File: src/rtl/io_port_ctrl.sv
// io_port_ctrl
// Character I/O port for a simple accumulator CPU. The input side buffers
// characters from an external device in a small FIFO and exposes the head
// as INPR with the FGI flag. The output side holds one character from OUTR
// in a holding register and hands it to the external device with a
// valid/ready handshake, exposing the FGO flag. irq is raised when
// interrupts are enabled and either flag is set.
//
// State table (output FSM)
//   state  | meaning
//   S_IDLE | holding register free, FGO=1, nothing offered to the device
//   S_BUSY | character held in ext_out_data, ext_out_valid=1, FGO=0
//
// Ports
//   clock          sole clock, rising edge
//   reset          asynchronous, active-low reset
//   ext_in_data    character from the external input device
//   ext_in_valid   ext_in_data valid this cycle
//   ext_in_ready   a character can be accepted this cycle
//   INPR           head of the input FIFO (zero when empty)
//   FGI            input flag, FIFO not empty
//   cpu_inp_ack    CPU consumed INPR (one-cycle pulse)
//   OUTR           CPU output register value
//   cpu_out_wr     CPU executed OUT (one-cycle pulse)
//   FGO            output flag, holding register free
//   ext_out_data   character offered to the external output device
//   ext_out_valid  ext_out_data valid
//   ext_out_ready  output device accepts ext_out_data this cycle
//   IEN            CPU interrupt enable
//   irq            registered interrupt request
//   in_err         sticky, pop requested on an empty FIFO
//   out_err        sticky, write requested while FGO=0
module io_port_ctrl #(
    parameter int DATA_W     = 8,
    parameter int FIFO_DEPTH = 4
) (
    input  logic              clock,
    input  logic              reset,
    input  logic [DATA_W-1:0] ext_in_data,
    input  logic              ext_in_valid,
    output logic              ext_in_ready,
    output logic [DATA_W-1:0] INPR,
    output logic              FGI,
    input  logic              cpu_inp_ack,
    input  logic [DATA_W-1:0] OUTR,
    input  logic              cpu_out_wr,
    output logic              FGO,
    output logic [DATA_W-1:0] ext_out_data,
    output logic              ext_out_valid,
    input  logic              ext_out_ready,
    input  logic              IEN,
    output logic              irq,
    output logic              in_err,
    output logic              out_err
);

    localparam int PTR_W = $clog2(FIFO_DEPTH);
    localparam int CNT_W = $clog2(FIFO_DEPTH + 1);
    localparam logic [CNT_W-1:0] DEPTH_C = CNT_W'(FIFO_DEPTH);

    typedef enum logic [0:0] {
        S_IDLE = 1'b0,
        S_BUSY = 1'b1
    } out_state_t;

    // ---------------------------------------------------------------
    // Input FIFO
    // ---------------------------------------------------------------
    logic [DATA_W-1:0] mem [FIFO_DEPTH];
    logic [PTR_W-1:0]  wr_ptr;
    logic [PTR_W-1:0]  rd_ptr;
    logic [CNT_W-1:0]  count;
    logic [CNT_W-1:0]  count_next;
    logic              push;
    logic              pop;

    // Ready looks only at the registered count, so a pop in the same
    // cycle never makes room for a push at a full FIFO.
    assign ext_in_ready = (count < DEPTH_C);
    assign FGI          = (count != '0);
    assign push         = ext_in_valid & ext_in_ready;
    assign pop          = cpu_inp_ack & FGI;
    assign INPR         = FGI ? mem[rd_ptr] : '0;

    always_comb begin
        count_next = count;
        unique case ({push, pop})
            2'b10:   count_next = count + CNT_W'(1);
            2'b01:   count_next = count - CNT_W'(1);
            default: count_next = count;
        endcase
    end

    // Storage is left unreset; INPR is masked to zero while empty.
    always_ff @(posedge clock) begin
        if (push) begin
            mem[wr_ptr] <= ext_in_data;
        end
    end

    always_ff @(posedge clock or negedge reset) begin
        if (!reset) begin
            wr_ptr <= '0;
            rd_ptr <= '0;
            count  <= '0;
            in_err <= 1'b0;
        end else begin
            count <= count_next;
            if (push) begin
                wr_ptr <= wr_ptr + PTR_W'(1);
            end
            if (pop) begin
                rd_ptr <= rd_ptr + PTR_W'(1);
            end
            if (cpu_inp_ack && !FGI) begin
                in_err <= 1'b1;
            end
        end
    end

    // ---------------------------------------------------------------
    // Output holding register FSM
    // ---------------------------------------------------------------
    out_state_t state_q;
    out_state_t state_next;
    logic       out_capture;
    logic       out_drop;

    always_ff @(posedge clock or negedge reset) begin
        if (!reset) begin
            state_q <= S_IDLE;
        end else begin
            state_q <= state_next;
        end
    end

    always_comb begin
        state_next    = state_q;
        out_capture   = 1'b0;
        out_drop      = 1'b0;
        FGO           = 1'b0;
        ext_out_valid = 1'b0;
        unique case (state_q)
            S_IDLE: begin
                FGO = 1'b1;
                if (cpu_out_wr) begin
                    out_capture = 1'b1;
                    state_next  = S_BUSY;
                end
            end
            S_BUSY: begin
                ext_out_valid = 1'b1;
                // A write while busy is always lost, even on the cycle the
                // device takes the held character.
                out_drop      = cpu_out_wr;
                if (ext_out_ready) begin
                    state_next = S_IDLE;
                end
            end
            default: state_next = S_IDLE;
        endcase
    end

    always_ff @(posedge clock or negedge reset) begin
        if (!reset) begin
            ext_out_data <= '0;
            out_err      <= 1'b0;
        end else begin
            if (out_capture) begin
                ext_out_data <= OUTR;
            end
            if (out_drop) begin
                out_err <= 1'b1;
            end
        end
    end

    // ---------------------------------------------------------------
    // Interrupt request, built from the flag values that take effect at
    // this edge so irq lines up with FGI/FGO rather than lagging them.
    // ---------------------------------------------------------------
    logic fgi_next;
    logic fgo_next;

    assign fgi_next = (count_next != '0);
    assign fgo_next = (state_next == S_IDLE);

    always_ff @(posedge clock or negedge reset) begin
        if (!reset) begin
            irq <= 1'b0;
        end else begin
            irq <= IEN & (fgi_next | fgo_next);
        end
    end

endmodule
File: config.mk
export PLATFORM = sky130hd
export DESIGN_NAME = io_port_ctrl
export DESIGN_NICKNAME = d
export VERILOG_FILES = /design/src/rtl/io_port_ctrl.sv
export SDC_FILE = /design/constraint.sdc
export NUM_CORES = 1
export LEC_CHECK = 0
export ABC_AREA = 0
export CAP_MARGIN = 25
export CORE_MARGIN = 2
export CORE_UTILIZATION = 45
export CTS_BUF_LIST = sky130_fd_sc_hd__clkbuf_8 sky130_fd_sc_hd__clkbuf_16
export DETAILED_ROUTE_END_ITERATION = 6
export GPL_TIMING_DRIVEN = 0
export PLACE_DENSITY = 0.74
export SLEW_MARGIN = 20
export SYNTH_ARGS = -nofsm -noshare
export SYNTH_HDL_FRONTEND = slang
export SYNTH_SLANG_ARGS = --single-unit
File: constraint.sdc
create_clock -name clock -period 4.1 [get_ports clock]
set_input_delay 0.82 -clock clock [delete_from_list [all_inputs] [get_ports clock]]
set_output_delay 0.82 -clock clock [all_outputs]
set_load 0.01 [all_outputs]
==> results by group, run 1 <==
Detailed routing
  • DR WL/cell: 15.45 µm
  • Via total after detailed routing: 1226
  • Vias/cell: 5.004
  • DRT Pass-1 Iters: 4
  • # DRC: 0
  • Routed Antenna Nets: 0
  • First DRT Iteration DRCs: 49
  • Post-Route WL: 3.785 mm

Setup path
  • Crit path cell chain: buf_6 -> mux4_2 -> and2_1 -> clkdlybuf4s50_1
  • CP Data Arrival Time: 1990 ps
  • Worst path max stage delay: 520 ps
  • Stages on worst setup path: 4
  • Worst EP required: 3280 ps
  • Critical path type: reg2out
  • Worst r2r path cells: 7
  • Critical path's slowest cell: mux4_2
  • Critical path startpoint category: flop
  • Family with the most delay on the worst path: buffers and inverters
  • Crit Path Max Fanout: 10
  • Worst path bufs/invs: 2
  • Crit. End Element: output port

Timing
  • Fin worst setup slack: 1290 ps
  • RSZ-0062 raised after global routing: no
  • Worst slew pin tran: 853.4 ps
  • Max Clk Rate: 355.8 MHz
  • Setup TNS: 0 ps
  • Fin. max-slew vios: 0
  • Final period utilization: 68.54%
  • Setup Skew: 6.122 ps
  • Worst relative slew slack: 42.93%
  • Hold Fails Final Rpt: 0
  • Period minus WS final: 2810 ps
  • Final setup fails: 0

CTS
  • Post-cts resize count: 0
  • Clk root buf: clkbuf_8
  • Clock latency on the worst-skew pair: 290 ps
  • Register clock-pin slew on the reported worst setup and hold paths: 90 ps
  • Num CTS Buffers: 5
  • Max Root-Sink Buffers: 2
  • CTS sink cnt: 51
  • CTS tree: built
  • Hold-fix buffers at CTS: 0
  • Post-CTS Setup Bufs: 0
  • Depth of the CTS H-tree: 2

Synthesis
  • Post-synthesis xor/xnor area fraction: 2.082%
  • Flops & latches, synth: 51
  • Cell variety after synth: 25
  • Register area share after synthesis: 68.29%
  • Post-synthesis adder-cell area fraction: 3.926%
  • Syn Area/Cell: 15.02 µm²
  • Synth Area in Simple Gates: 10.95%
  • Mapped Cells: 140
  • Syn_nets: 169
  • Post-Syn Area: 2103 µm²
  • Synthesis Warnings: 0
  • Largest family of logic cells by synthesized area: simple AND/OR/NAND/NOR gates
  • Synth Area in Compound Gates: 1.963%
  • Multiplexer area fraction after synthesis: 9.102%

Layout
  • Antenna diode count: 0
  • Multi-input gate area: 589.3 µm²
  • Filler cells: 339
  • Share of layout cells above drive strength 1: 10.36%
  • Commonest non-fill, non-tap cell in the layout: clkdlybuf4s50_1
  • P&R area growth vs syn: 28.38%
  • Most frequent cells in the layout: clkdlybuf4s50_1 (45), edfxtp_1 (32), nand2_1 (27)
  • Sequential Area: 1436 µm²
  • Nets: 221

Placed design
  • IO buf count: 45
  • Gp weighted congestion: 0.8452
  • Detail Placement HPWL: 2.785 mm
  • Place WS: 1104 ps

Global route
  • Initial antenna violation count: 0
  • GRT Util Overall: 16.20%
  • Total gr overflow: 0
  • Largest net degree at the start of global routing: 20
  • Number of global-route vias before repair: 1332
  • First-pass GRT wire length: 6.299 mm

Min path
  • Min-delay worst type: reg2reg
  • Min-Delay Path Depth: 1

Die
  • Site row count: 24
  • I/O pin total: 46
  • Core footprint: 4414 µm²
  • Starting Density: 47.65%
  • Die width: 72.37 µm
  • Die height: 72.37 µm
  • Full die area: 5237 µm²

Pwr
  • Power density cells: 620.5 nW/µm²
  • Pleak: 0.001063 µW
  • Peak supply drop: 0.0002860 V

Run status
  • Status: completed

Run
  • Max-Cap Viols: 0
[routing by layer]
layer	part of all wire, %	vias up	GRT usage, %
li1	-	589	-
met1	41	609	19.21
met2	54	23	29.05
met3	3.4	5	3.333
met4	1.2	0	5.870
met5	0	-	0
[final cells by class]
cell class / count / share of cell area [%]
multi-input combinational: 73 / 21.83
buffer: 6 / 1.483
clock buffer: 5 / 2.549
sequential: 51 / 53.20
timing repair buffer: 45 / 16.68
clock inverter: 3 / 0.4634
tap: 52 / 2.410
inverter: 10 / 1.390
[worst reg2reg max path: cells and delay by family, from the launching register on]
| kind | cells | cell delay, ps |
|---|---|---|
| adder cells (fa/ha/maj) | 2 | 610 |
| AND/OR/NAND/NOR | 2 | 590 |
| flip-flops | 1 | 410 |
| multiplexers | 1 | 280 |
| AO/OA/AOI/OAI | 1 | 150 |
| buffers and inverters | 1 | 70 |
[registers in the layout, summed over array words and instances, names as in the netlist]
register	flops
out_err	1
count	3
ext_out_data	8
wr_ptr	2
in_err	1
irq	1
rd_ptr	2
state_q	1
mem	32
[final timing paths]
check | from | to | slack, ps
worst max-delay path | rd_ptr[0] | INPR[7] | 1290
worst min-delay path | out_err | out_err | 460
worst max register to register | count[0] | irq | 1900
worst min register to register | out_err | out_err | 460
max in group asynchronous | reset | rd_ptr[1] | 2570
min in group asynchronous | reset | rd_ptr[0] | 1010
[where the power goes]
group	internal [µW]	total (µW)	switching (µW)
Clock	115	267	152
Sequential	660	706	45.6
Combinational	388	703	315
Total	1160	1680	512
[Yosys cell counts]
cell type,n,area [µm²]
a41oi_1,1,8.760
mux2_2,1,11.26
xnor2_1,3,26.28
fa_1,1,20.02
and2_1,13,81.33
mux4_2,8,180.2
a41o_1,1,10.01
nand3_1,1,5.000
a21o_1,1,7.510
or3_1,1,6.260
buf_6,2,22.52
ha_1,5,62.56
edfxtp_1,32,960.9
a21oi_1,1,5.000
nand2_1,27,101.4
nand2b_1,2,12.51
clkbuf_2,1,5.000
xor2_1,2,17.52
or3_4,1,11.26
inv_1,10,37.54
clkbuf_1,2,7.510
o21ai_0,2,10.01
dfrtp_1,19,475.5
nor2b_1,2,12.51
buf_2,1,5.000
[kinds of logic (layout without fill, tap and decap cells)]
family | Yosys count | after routing
flip-flops | 51 | 51
AND/OR/NAND/NOR | 47 | 47
buffers and inverters | 16 | 69
multiplexers | 9 | 9
adder cells (fa/ha/maj) | 6 | 6
AO/OA/AOI/OAI | 6 | 6
XOR/XNOR | 5 | 5
[metrics by stage]
stage,power (µW),std cells,hold WS [ps],utilization [%],area (µm²)
final,1675,245,463.3,61.17,2700
after floorplan,1126,140,488.2,-,2103
after CTS,1700,245,468.4,61.17,2700
after global routing,1787,245,497.0,61.17,2700
after global placement,1401,237,439.3,59.33,2619
after detailed placement,1436,237,448.2,59.33,2619
No activity file was read; power rests on OpenSTA's default activity.
==> inputs of run 2 (changes only) <==
==> constraint.sdc (replaced) <==
create_clock -name clock -period 2.6 [get_ports clock]
set_input_delay 0.52 -clock clock [delete_from_list [all_inputs] [get_ports clock]]
set_output_delay 0.52 -clock clock [all_outputs]
set_load 0.01 [all_outputs]
==> results of run 2 <==
The final DEF is identical to that of run 1. Status: completed.
Among the figures that moved: setup slack after placement 1104 ps -> -96.04 ps; setup slack after layout 1290 ps -> 89.76 ps; register-to-register setup slack 1900 ps -> 400 ps; total power 1675 µW -> 2642 µW; worst IR drop on VDD 0.0002860 V -> 0.0004510 V
==> inputs of run 3 (changes only) <==
--- a/config.mk
+++ b/config.mk
@@ -13,6 +13,7 @@
 export DETAILED_ROUTE_END_ITERATION = 6
 export GPL_TIMING_DRIVEN = 0
 export PLACE_DENSITY = 0.74
+export SKIP_CTS_REPAIR_TIMING = 1
 export SLEW_MARGIN = 20
 export SYNTH_ARGS = -nofsm -noshare
 export SYNTH_HDL_FRONTEND = slang
==> results of run 3 <==
The final DEF is identical to that of run 1. Status: completed.
Among the figures that moved: setup slack after placement 1104 ps -> -96.04 ps; setup slack after layout 1290 ps -> 89.76 ps; register-to-register setup slack 1900 ps -> 400 ps; total power 1675 µW -> 2642 µW; worst IR drop on VDD 0.0002860 V -> 0.0004510 V
